**src/rtl/amm_port_arbiter.sv**
```systemverilog
// Two-master Avalon-MM port arbiter: round-robin, write bursts held atomic,
// read responses routed back in order through a tag FIFO.
module amm_port_arbiter #(
  parameter int AMM_ADDR_W     = 31,
  parameter int AMM_DATA_W     = 128,
  parameter int AMM_BURST_W    = 11,
  parameter int RSP_FIFO_DEPTH = 8,
  localparam int DATA_B_W      = AMM_DATA_W / 8
) (
  input  logic                   clk_i,
  input  logic                   rst_i,
  input  logic                   m0_read_i,
  input  logic                   m0_write_i,
  input  logic [AMM_ADDR_W-1:0]  m0_address_i,
  input  logic [AMM_DATA_W-1:0]  m0_writedata_i,
  input  logic [AMM_BURST_W-1:0] m0_burstcount_i,
  input  logic [DATA_B_W-1:0]    m0_byteenable_i,
  output logic                   m0_waitrequest_o,
  output logic                   m0_readdatavalid_o,
  output logic [AMM_DATA_W-1:0]  m0_readdata_o,
  input  logic                   m1_read_i,
  input  logic                   m1_write_i,
  input  logic [AMM_ADDR_W-1:0]  m1_address_i,
  input  logic [AMM_DATA_W-1:0]  m1_writedata_i,
  input  logic [AMM_BURST_W-1:0] m1_burstcount_i,
  input  logic [DATA_B_W-1:0]    m1_byteenable_i,
  output logic                   m1_waitrequest_o,
  output logic                   m1_readdatavalid_o,
  output logic [AMM_DATA_W-1:0]  m1_readdata_o,
  input  logic                   s_waitrequest_i,
  input  logic                   s_readdatavalid_i,
  input  logic [AMM_DATA_W-1:0]  s_readdata_i,
  output logic                   s_read_o,
  output logic                   s_write_o,
  output logic [AMM_ADDR_W-1:0]  s_address_o,
  output logic [AMM_DATA_W-1:0]  s_writedata_o,
  output logic [AMM_BURST_W-1:0] s_burstcount_o,
  output logic [DATA_B_W-1:0]    s_byteenable_o,
  output logic                   err_o
);

  localparam int PTR_W = $clog2(RSP_FIFO_DEPTH);
  localparam int CNT_W = PTR_W + 1;

  typedef enum logic [1:0] {ST_IDLE, ST_GRANT, ST_WR_BURST} state_t;

  // Master-side signals gathered into arrays so the mux indexes by grant
  logic [1:0]             m_read, m_write;
  logic [AMM_ADDR_W-1:0]  m_address    [2];
  logic [AMM_DATA_W-1:0]  m_writedata  [2];
  logic [AMM_BURST_W-1:0] m_burstcount [2];
  logic [DATA_B_W-1:0]    m_byteenable [2];

  assign m_read          = {m1_read_i, m0_read_i};
  assign m_write         = {m1_write_i, m0_write_i};
  assign m_address[0]    = m0_address_i;
  assign m_address[1]    = m1_address_i;
  assign m_writedata[0]  = m0_writedata_i;
  assign m_writedata[1]  = m1_writedata_i;
  assign m_burstcount[0] = m0_burstcount_i;
  assign m_burstcount[1] = m1_burstcount_i;
  assign m_byteenable[0] = m0_byteenable_i;
  assign m_byteenable[1] = m1_byteenable_i;

  state_t                 state_q, state_d;
  logic                   grant_q, grant_d;
  logic                   last_grant_q, last_grant_d;
  logic [AMM_BURST_W-1:0] beat_cnt_q, beat_cnt_d;
  logic [PTR_W-1:0]       wr_ptr_q, wr_ptr_d, rd_ptr_q, rd_ptr_d;
  logic [CNT_W-1:0]       count_q, count_d;
  logic [AMM_BURST_W-1:0] rsp_cnt_q, rsp_cnt_d;
  logic                   err_q, err_d;

  // Tag FIFO storage: issuing master id and normalised burst length
  logic                   fifo_id_q [RSP_FIFO_DEPTH];
  logic [AMM_BURST_W-1:0] fifo_bc_q [RSP_FIFO_DEPTH];

  logic                   sel_read, sel_write;
  logic [AMM_BURST_W-1:0] sel_bc;
  logic                   fifo_full, fifo_empty;
  logic                   push, pop;
  logic                   head_id;
  logic [AMM_BURST_W-1:0] head_bc;
  logic [1:0]             wait_v;
  logic                   wr_acc, rd_acc;

  assign sel_read   = m_read[grant_q];
  assign sel_write  = m_write[grant_q];
  // A zero burstcount is treated as a single beat
  assign sel_bc     = (m_burstcount[grant_q] == '0) ? AMM_BURST_W'(1) : m_burstcount[grant_q];
  assign fifo_full  = (count_q == CNT_W'(RSP_FIFO_DEPTH));
  assign fifo_empty = (count_q == '0);
  assign head_id    = fifo_id_q[rd_ptr_q];
  assign head_bc    = fifo_bc_q[rd_ptr_q];

  assign s_address_o    = m_address[grant_q];
  assign s_writedata_o  = m_writedata[grant_q];
  assign s_burstcount_o = m_burstcount[grant_q];
  assign s_byteenable_o = m_byteenable[grant_q];

  // Command strobes and stalls; write wins over a simultaneous read, and a
  // read is held off while the tag FIFO is full (judged on registered count)
  always_comb begin
    s_read_o  = 1'b0;
    s_write_o = 1'b0;
    wait_v    = 2'b11;
    case (state_q)
      ST_GRANT: begin
        s_write_o = sel_write;
        s_read_o  = sel_read & ~sel_write & ~fifo_full;
        wait_v[grant_q] = (sel_read & ~sel_write & fifo_full) ? 1'b1 : s_waitrequest_i;
      end
      ST_WR_BURST: begin
        s_write_o = sel_write;
        wait_v[grant_q] = s_waitrequest_i;
      end
      default: ;
    endcase
  end

  assign m0_waitrequest_o = wait_v[0];
  assign m1_waitrequest_o = wait_v[1];
  assign wr_acc = s_write_o & ~s_waitrequest_i;
  assign rd_acc = s_read_o & ~s_waitrequest_i;

  // Arbitration and burst tracking next-state
  always_comb begin
    state_d      = state_q;
    grant_d      = grant_q;
    last_grant_d = last_grant_q;
    beat_cnt_d   = beat_cnt_q;
    push         = 1'b0;
    case (state_q)
      ST_IDLE: begin
        if ((m_read | m_write) != 2'b00) begin
          if ((m_read | m_write) == 2'b11) grant_d = ~last_grant_q;
          else                             grant_d = m_read[1] | m_write[1];
          state_d = ST_GRANT;
        end
      end
      ST_GRANT: begin
        if (wr_acc) begin
          beat_cnt_d = sel_bc - AMM_BURST_W'(1);
          if (sel_bc == AMM_BURST_W'(1)) begin
            last_grant_d = grant_q;
            state_d      = ST_IDLE;
          end else begin
            state_d = ST_WR_BURST;
          end
        end else if (rd_acc) begin
          push         = 1'b1;
          last_grant_d = grant_q;
          state_d      = ST_IDLE;
        end else if (!sel_read && !sel_write) begin
          // Granted master withdrew its request; rearbitrate
          state_d = ST_IDLE;
        end
      end
      ST_WR_BURST: begin
        if (wr_acc) begin
          beat_cnt_d = beat_cnt_q - AMM_BURST_W'(1);
          if (beat_cnt_q == AMM_BURST_W'(1)) begin
            last_grant_d = grant_q;
            state_d      = ST_IDLE;
          end
        end
      end
      default: state_d = ST_IDLE;
    endcase
  end

  // Response routing: beat count per head entry, pop on its final beat
  always_comb begin
    pop       = 1'b0;
    rsp_cnt_d = rsp_cnt_q;
    err_d     = err_q;
    if (s_readdatavalid_i) begin
      if (fifo_empty) begin
        err_d = 1'b1;
      end else if (rsp_cnt_q == head_bc - AMM_BURST_W'(1)) begin
        pop       = 1'b1;
        rsp_cnt_d = '0;
      end else begin
        rsp_cnt_d = rsp_cnt_q + AMM_BURST_W'(1);
      end
    end
    wr_ptr_d = push ? wr_ptr_q + PTR_W'(1) : wr_ptr_q;
    rd_ptr_d = pop  ? rd_ptr_q + PTR_W'(1) : rd_ptr_q;
    count_d  = count_q + CNT_W'(push) - CNT_W'(pop);
  end

  assign m0_readdatavalid_o = s_readdatavalid_i & ~fifo_empty & ~head_id;
  assign m1_readdatavalid_o = s_readdatavalid_i & ~fifo_empty &  head_id;
  assign m0_readdata_o      = s_readdata_i;
  assign m1_readdata_o      = s_readdata_i;
  assign err_o              = err_q;

  // Control state registers with synchronous reset
  always_ff @(posedge clk_i) begin
    if (rst_i) begin
      state_q      <= ST_IDLE;
      grant_q      <= 1'b0;
      last_grant_q <= 1'b1;
      beat_cnt_q   <= '0;
      wr_ptr_q     <= '0;
      rd_ptr_q     <= '0;
      count_q      <= '0;
      rsp_cnt_q    <= '0;
      err_q        <= 1'b0;
    end else begin
      state_q      <= state_d;
      grant_q      <= grant_d;
      last_grant_q <= last_grant_d;
      beat_cnt_q   <= beat_cnt_d;
      wr_ptr_q     <= wr_ptr_d;
      rd_ptr_q     <= rd_ptr_d;
      count_q      <= count_d;
      rsp_cnt_q    <= rsp_cnt_d;
      err_q        <= err_d;
    end
  end

  // Tag FIFO write port; contents are only meaningful below count_q
  always_ff @(posedge clk_i) begin
    if (push) begin
      fifo_id_q[wr_ptr_q] <= grant_q;
      fifo_bc_q[wr_ptr_q] <= sel_bc;
    end
  end

endmodule
```
**config.mk**
```make
export PLATFORM = sky130hd
export DESIGN_NAME = amm_port_arbiter
export DESIGN_NICKNAME = d
export VERILOG_FILES = /design/src/rtl/amm_port_arbiter.sv
export SDC_FILE = /design/constraint.sdc
export NUM_CORES = 1
export LEC_CHECK = 0
export ABC_AREA = 1
export ABC_CLOCK_PERIOD_IN_PS = 5600
export CAP_MARGIN = 30
export CORE_AREA = 2 2 375 377
export DETAILED_ROUTE_END_ITERATION = 10
export DIE_AREA = 0 0 377 379
export HOLD_SLACK_MARGIN = 0.06
export PLACE_DENSITY = 0.41
export SLEW_MARGIN = 20
export SYNTH_ARGS = -nofsm -noshare
export SYNTH_HDL_FRONTEND = slang
export SYNTH_SLANG_ARGS = --single-unit
```
**constraint.sdc**
```tcl
create_clock -name clk_i -period 5.6 [get_ports clk_i]
set_input_delay 1.4 -clock clk_i [delete_from_list [all_inputs] [get_ports clk_i]]
set_output_delay 1.4 -clock clk_i [all_outputs]
set_load 0.02 [all_outputs]
```
# Yosys cells after proc, flatten, opt, wreduce, memory -nomap -nowiden
# Memory sizes are Yosys's and may differ from the RTL's. A register that Yosys moved wholly into a read port is not among the register bits.
# Index checks and enable logic that the tools add are counted.
# W data, S select, Z words.
# word_totals
word_cells,126
ff_bits,37
ramBits,96
memories,2
# mem_list
memory,depth,width,read_ports,rd_ports_with_merged_regs,wr,line_no,text
fifo_bc_q,8,11,1,1,1,76,logic [AMM_BURST_W-1:0] fifo_bc_q [RSP_FIFO_DEPTH];
fifo_id_q,8,1,1,1,1,75,logic fifo_id_q [RSP_FIFO_DEPTH];
# op_classes
muxes,54
n_bitwise,20
n_eq_ne,14
n_reduce_logical,16
add_sub_neg,8
n_lt_le_gt_ge,3
# ops
op,n
$mux W128,3
$mux W31,3
$mux W11,7
$mux W16,3
$sub A11 B1 Y11 const B,3
$eq A11 B1 Y1 const B,2
$mux W1,22
$pmux W11 S2,1
$mux W2,7
$mux W3,4
$add A11 B1 Y11 const B,1
$eq A11 B11 Y1,1
$logic_not A11 Y1,1
$and A1 B1 Y1,8
$ne A2 B2 Y1 const B,4
$add A3 B1 Y3 const B,2
$ne A3 B3 Y1 const B,2
$not A1 Y1,6
$or A2 B2 Y2,3
$pmux W2 S3,1
$reduce_and A2 Y1,3
$reduce_and A5 Y1,1
$add A4 B1 Y4,1
$eq A2 B2 Y1 const B,2
21 further kinds,24

# Depth between registers and ports, before layout
# depth
ltp_word,12
depth_mapped,27

# Worst setup path before layout
# OpenSTA, ideal clock, no wires.
# synth_path
path_kind,input port to flip-flop
from,in m1_write_i
to,"mem fifo_bc_q[0][0], enable pin"
stages,10
path_buffers,0
path_slack_ns,1.489
arrival_time_ns,3.715
t_required_ns,5.204
setup_time_ns,0.396
path_cell_list,or2_2 > o21ai_1 > inv_1 > nor2_1 > nand2_1 > nor2_1 > nand2_1 > inv_1 > nand2_1 > nor3_1
# synth_via
elab_chain_len,12
# synth_rtl
item,line_no,text
start: declaration,22,"input logic m1_write_i,"
$mux W1 (not written as such) (2 in series),88,assign sel_write = m_write[grant_q];
$not A1 Y1,110,s_read_o = sel_read & ~sel_write & ~fifo_full;
$and A1 B1 Y1 (2 in series),110,
$mux W1,107,case (state_q)
net s_read_o,33,"output logic s_read_o,"
$and A1 B1 Y1,124,assign rd_acc = s_read_o & ~s_waitrequest_i;
$mux W1,150,end else if (rd_acc) begin
$mux W1,142,if (wr_acc) begin
$mux W1,133,case (state_q)
$mux W1,225,if (push) begin
$mux W1 (not written as such),227,fifo_bc_q[wr_ptr_q] <= sel_bc;
end: declaration,76,
# The timed path passes the listed nets, and every way through them passes these cells. The select of a mux whose other input is x is not followed.

# Worst setup path in the final report
# layout_path
from,in m1_read_i
to,out m0_waitrequest_o
# layout_via
elab_chain_len,7
# layout_rtl
item,line_no,text
start: declaration,21,"input logic m1_read_i,"
$mux W1 (not written as such) (2 in series),87,assign sel_read = m_read[grant_q];
$and A1 B1 Y1 (2 in series),111,wait_v[grant_q] = (sel_read & ~sel_write & fifo_full) ? 1'b1 : s_waitrequest_i;
$mux W1,111,
$or A2 B2 Y2 (no source line),n/a,
$pmux W2 S2,107,
end: declaration,18,"output logic m0_waitrequest_o,"
# No other way between the ends. The select of a mux whose other input is x is not followed.

==> key figures <==
Yosys
  • Synth top area share: 25.5%
  • Synth Area in Compound Gates: 4.18%
  • Synthesized area: 0.0113 mm^2
  • Post-synth EDFFs: 96
  • Cell variety after synth: 46
  • Multiplexer share of the synthesized area: 0.0884%
  • Simple-gate share of the synthesized area: 35.5%
  • Post-Synthesis Net Count: 2,234
  • Adder-Cell Fraction of Synth Area: 1.94%
  • Syn_area_per_cell: 6.63 um^2
  • Synth cell count leaders: nand2_1, buf_4, inv_1
  • Area leader, netlist: edfxtp_1
  • Yosys warning count: 0
  • Largest cells by area after synthesis: edfxtp_1, nand2_1, buf_4
  • Post-Synth XOR/XNOR Area: 1.08%
  • Sequential cell area fraction in the yosys report: 32.5%
  • Ys flop type: edfxtp_1
  • Syn Inst Count: 1,709
  • Number of synthesized register bits: 136
  • Cell with the most instances after synthesis: nand2_1
  • Synth async-reset ratio: 0%
  • Main combinational cell family by area after synthesis: simple AND/OR/NAND/NOR gates

Placed design
  • Hpwl dp: 97.4 mm
  • GPL Wtd Cong: 0.889
  • IO Port Bufs: 572

Detailed routing
  • Initial DRC Count: 848
  • Post-DR wirelength/cell: 29.5 um
  • Remaining DRCs: 0
  • TritonRoute pass-1 iters: 5
  • Total number of vias: 12,346
  • Via density: 3.22
  • Routed Antenna Nets: 0
  • WL final: 113 mm

Die
  • Die area: 0.143 mm^2
  • Die width: 377 um
  • Site Rows: 137
  • IO Pins: 957
  • Initial Util: 8.16%
  • Chip Height: 379 um
  • Total core area: 0.139 mm^2

STA
  • Peak Freq: 198 MHz
  • Worst rel slew slack: 38.8%
  • Final setup TNS: 0 ns
  • Slew Limit Fails: 0
  • Hold slack: 0.479 ns
  • Period utilization: 90.1%
  • Post-layout min period: 5.05 ns
  • Hold Fails Final Rpt: 0
  • Worst Skew: 0.0148 ns
  • Slew at the pin closest to its max-slew limit: 0.915 ns
  • RSZ-0062 raised after global routing: no
  • Final number of setup-violating endpoints: 0

Clocking
  • H-tree depth: 4
  • TritonCTS clock tree: done
  • Hold_buf cts: 0
  • Clk pin slew, worst setup/hold paths: 0.07 ns
  • CTS buffer count: 17
  • PostCTS Resize Cnt: 0
  • Later-pin clock latency in the skew report: 0.44 ns
  • Post-CTS Setup Bufs: 0
  • Clock Sinks: 136
  • Max clock buf depth: 2
  • Clk root buf: clkbuf_16

Critical path
  • CP Launch Type: input pin
  • Critical Path Fanout Max: 2
  • CP arrival: 3.65 ns
  • WS Path Type: in2out
  • WP data required: 4.20 ns
  • Worst Setup End Kind: output pin

Power and ir drop
  • Worst VDD drop: 214 uV
  • PwrDens: 321 mW/mm^2
  • Lkg Pwr: 7.31 nW

Layout
  • # nets final: 2,531
  • Layout area overhead: 58.4%
  • Fill cell count: 16,105
  • Layout cells sized above 1: 6.24%

Run
  • Max Cap Viol: 0

Global route
  • Global-route wire length before repair: 135 mm
  • Initial antenna violation count: 43
  • Gr ovfl total: 0
  • Pin count of the biggest net entering global routing: 106
  • Vias in the first global route: 11,688
  • GRT Total Usage: 15.1%

Hold path
  • HP Class: reg2reg

Outcome
  • Status: finished, final reports clean
-- path summary, 6_finish.rpt --
check / from / end / slack (ns) / depth (start not counted)
setup / recovery: m1_read_i / m0_waitrequest_o / 0.55 / 6
hold / removal: beat_cnt_q[10]$_SDFFE_PP0P_ / beat_cnt_q[10]$_SDFFE_PP0P_ / 0.48 / 2
setup reg to reg: grant_q$_SDFFE_PP0P_ / count_q[3]$_SDFF_PP0_ / 1.53 / 18
hold reg to reg: beat_cnt_q[10]$_SDFFE_PP0P_ / beat_cnt_q[10]$_SDFFE_PP0P_ / 0.48 / 2
-- cells in the final DEF, fill, tap and decap left out, types with 3 or more instances in the layout --
cell,Yosys,layout
nor2_4,6,6
dfxtp_1,40,39
a211oi_1,3,3
a31oi_1,7,7
nor3_1,6,6
nand2_1,761,761
inv_6,1,6
nand4_1,7,7
xnor2_1,4,4
inv_1,133,133
diode_2,0,7
nand3_2,7,7
nor2_1,89,85
edfxtp_1,96,96
o21ai_0,36,35
buf_4,262,29
o21ai_1,11,12
a21oi_1,20,20
ha_1,16,16
inv_2,14,13
nand2_2,11,11
nor2_2,3,7
nand3_1,79,79
clkbuf_16,0,17
inv_8,0,5
xor2_1,10,10
or2_2,8,8
clkdlybuf4s50_1,0,566
-- cell families after synthesis --
family / Yosys count
AOI/OAI and AO/OA: 86
and+or+nand+nor: 986
adders and majority gates: 17
muxes: 1
xor gates and xnor gates: 14
buffers and inverters: 469
DFF: 136
-- where the power goes --
part | internal [mW] | total, mW | leakage, nW | switching [mW]
registers | 1.15 | 1.21 | 1.19 | 0.0523
clock network | 0.676 | 1.19 | 0.293 | 0.514
logic | 1.06 | 3.37 | 5.83 | 2.31
-- sequential cells by signal (all words and copies together), names as in the netlist, named ones only --
signal,count
beat_cnt_q,11
count_q,4
err_o,1
fifo_bc_q,88
fifo_id_q,8
grant_q,1
last_grant_q,1
rd_ptr_q,3
rsp_cnt_q,11
state_q,2
wr_ptr_q,3
-- per-stage QoR --
step / total power, mW / setup slack, ns / std cells / util [%] / area [um^2]
after floorplan: 2.69 / 1.49 / 1709 / - / 11300
final: 5.77 / 0.554 / 3833 / 12.9 / 17900
after global placement: 4.59 / 0.0388 / 3794 / 12.5 / 17300
after detailed placement: 4.60 / 0.528 / 3794 / 12.5 / 17300
after CTS: 5.81 / 0.508 / 3826 / 12.9 / 17900
after global routing: 6.03 / 0.429 / 3829 / 12.9 / 17900
-- per-layer routing --
layer  share of wire, %  GRT usage, %
met3                 19          13.9
met5               0.94          4.56
met2                 35          18.3
met1                 41          17.8
met4                3.5          5.04
-- cell type report --
| type | count | area [um^2] | share of cell area, % |
|---|---|---|---|
| antenna | 7 | 17.5 | 0.0977 |
| clock buffer | 17 | 425 | 2.37 |
| clock inverter | 15 | 181 | 1.01 |
| inverter | 150 | 578 | 3.22 |
| multi-input combinational | 1104 | 4860 | 27.1 |
| sequential | 136 | 3690 | 20.6 |
| tap | 1807 | 2260 | 12.6 |
| timing repair buffer | 597 | 5920 | 33.0 |
-- critical path, stage by stage --
cell and delay [ns]:
clkdlybuf4s50_1 0.45, mux2i_1 0.62, nor2_1 0.17, a311oi_2 0.67, nand2_1 0.11, buf_4 0.21
No activity file was read; power rests on OpenSTA's default activity.
==> RTL edit (same settings) <==
Re-encode `state_t` (3 states) as one-hot, 3 bits wide.
--- a/src/rtl/amm_port_arbiter.sv
+++ b/src/rtl/amm_port_arbiter.sv
@@ -43,5 +43,5 @@
   localparam int CNT_W = PTR_W + 1;
 
-  typedef enum logic [1:0] {ST_IDLE, ST_GRANT, ST_WR_BURST} state_t;
+  typedef enum logic [2:0] {ST_IDLE = 3'b001, ST_GRANT = 3'b010, ST_WR_BURST = 3'b100} state_t;
 
   // Master-side signals gathered into arrays so the mux indexes by grant
Check against the original RTL: same outputs for any inputs over 4 cycles, from zero or initial values and one cycle with rst_i high; so few cycles prove little.
==> RTL edit against the unedited design <==
Non-clock buffer count grew 16. Register-to-register slack gained 0.11 ns. Cell area shrank 0.76%. Setup slack gained 0.0021 ns. Worst hold slack lost 0.015 ns. Global-route usage grew 0.58 points. Sequential cell count grew 1. Count of clock-buffer cells in the layout grew 1. Area after synthesis shrank 1.7%. Power shrank 32%. Wire length grew 3.1%. Synthesized cell count shrank 2.4%. First-iteration DRC count grew 9.4%. Critical path type unchanged. Largest cell class unchanged. Largest power group unchanged. Highest routed layer unchanged.
==> RTL edit: results (changes against the unedited design) <==
result of the run=completed (unchanged); Place WS=0.5710 ns (was 0.5284 ns); hold_sp=err_o (was beat_cnt_q[10]); fraction of registers with async set/reset=0 (unchanged); WP data arrival=3.64 ns (was 3.65 ns); final setup violation count=0 (unchanged); peak supply drop=252.1 uV (was 213.5 uV); GRT Overall Usage=0.1567 (was 0.1509); WHS Endpoint=err_o (was beat_cnt_q[10]); Total Wirelength=116400 microns (was 112900 microns); setup bufs post-CTS=0 (unchanged); layout cell share with drive strength beyond 1=0.05868 (was 0.06241); hold path depth=2 (unchanged); HPWL after DPL=103400 microns (was 97390 microns); R2R depth=21 (was 18); IO buf count=572 (unchanged); Clk pin slew, worst setup/hold paths=0.06 ns; P_leak=7.169 nW (was 7.313 nW); commonest cells in the synthesized netlist=nand2_1 (747), buf_4 (259), inv_1 (120) (was nand2_1 (761), buf_4 (262), inv_1 (133)); largest net degree at the start of global routing=115 (was 106); post-route non-filler standard cell count=3804 (was 3833); initial antenna violation count=37 (was 43); CTS H-tree depth=4 (unchanged); DRT Pass-1 Iters=5 (unchanged); Seq/Total Area, Yosys=0.3328 (was 0.3253); leading post-synthesis cells by cell area=edfxtp_1 (26%), nand2_1 (25%), buf_4 (17%), dfxtp_1 (7.4%), nand3_1 (4.2%) (was edfxtp_1 (25%), nand2_1 (25%), buf_4 (17%), dfxtp_1 (7.1%), inv_1 (4.4%)); Worst-Skew Late Latency=0.44 ns (about the same); Final Net Count=2503 (was 2531); Slew HR=0.2857 (was 0.3882); P_int=0.002298 W (was 0.002890 W); Hold Crit Class=register to register (unchanged); Syn Nets=2190 (was 2234); Fin. Hold Viols=0 (unchanged); post-cts resize count=0 (unchanged); Avg Inst Size Synth=6.671 sq um (was 6.626 sq um); Largest regs=fifo_bc_q (88), beat_cnt_q (11), rsp_cnt_q (11) (unchanged); CTS Buffer Depth=2 (unchanged); Clock Tree Root=clkbuf_16 (unchanged); R2R Setup Slk=1.64 ns (was 1.53 ns); Netlist cell types=41 (was 46); Primary FF master, synth=edfxtp_1 (unchanged); FF-to-FF End=count_q[2] (was count_q[3]); Num CTS Buffers=17 (unchanged); routability cong.=0.8887 (was 0.8888); synth warn=0 (unchanged); clk_skew=0.01551 ns (was 0.01480 ns); number of synthesized flops with an enable pin=96 (unchanged); initial DRC count=928 (was 848); first-pass GRT wire length=139600 microns (was 135200 microns); worst-path maximum fanout=3 (was 2); Vias=12.09k (was 12.35k)
-- RTL edit: cell count changes in the layout (fill, tap and decap cells not counted), sizes merged, moves of 6 or more --
cell and change:
inv -27, nand2 -22, buf +21, nor2 -12
nor3 +11, o21ai -11, nand3 +6, nand4 +6
xor2 +6
-- RTL edit: worst max path at each step --
| stage | start | end | slack (ns) | depth (start not counted) |
|---|---|---|---|---|
| floorplan | m1_write_i | fifo_bc_q[1][0] | 1.93 | 9 |
| global placement | m1_write_i | m1_waitrequest_o | -0.86 | 9 |
| detailed placement | m1_write_i | m1_waitrequest_o | 0.57 | 11 |
| CTS | m1_write_i | m1_waitrequest_o | 0.55 | 11 |
| global route | m1_write_i | m1_waitrequest_o | 0.47 | 11 |
| finish | m1_write_i | s_write_o | 0.56 | 8 |
-- RTL edit: cell type report --
type | instances | area, sq um
timing repair buffer | 613 | 6035
fill | 16080 | 121000
clock buffer | 18 | 429.2
multi-input combinational | 1085 | 4735
clock inverter | 14 | 137.6
inverter | 127 | 489.2
antenna | 3 | 7.507
tap | 1807 | 2261
sequential | 137 | 3707
-- RTL edit: metal layers --
| layer | GRT usage | routed length (microns) |
|---|---|---|
| met1 | 0.2111 | 53920 |
| met3 | 0.1292 | 21470 |
| met2 | 0.1889 | 39510 |
| met5 | 0.01544 | 434 |
| met4 | 0.01494 | 1044 |
-- RTL edit: power by group through the flow --
stage	Combinational (W)	Clock (W)	Sequential, W
final	0.00169	0.00113	0.00111
after global routing	0.00179	0.00119	0.00111
after CTS	0.00171	0.00115	0.00111
after detailed placement	0.00171	0	0.00113
after global placement	0.00171	0	0.00113
after floorplan	0.000730	0	0.00113
-- RTL edit: cell families (layout without fill, tap and decap cells) --
group	Yosys count	in the layout	share of synthesized area
flip-flops	137	137	0.3328
XOR/XNOR	17	17	0.01338
other	0	3	0
adder cells (fa/ha/maj)	14	14	0.01642
buffers and inverters	446	772	0.2427
AND/OR/NAND/NOR	981	981	0.3585
AO/OA/AOI/OAI	73	73	0.03621
-- RTL edit: stage by stage --
| step | utilization | cell area (sq um) | hold WS (ns) | TNS [ns] |
|---|---|---|---|---|
| floorplan | - | 11130 | 0.4359 | 0 |
| global placement | 0.1239 | 17200 | 0.4483 | -1.707 |
| detailed placement | 0.1241 | 17230 | 0.4524 | 0 |
| CTS | 0.1282 | 17790 | 0.4724 | 0 |
| global route | 0.1282 | 17800 | 0.5091 | 0 |
| finish | 0.1282 | 17800 | 0.4642 | 0 |
-- RTL edit: critical path, stage by stage --
cell,delay (ns)
clkdlybuf4s50_1,0.64
inv_1,0.07
nand2_1,0.09
o21ai_1,0.14
buf_4,0.23
nor2_1,0.29
buf_4,0.18
clkdlybuf4s50_1,0.60
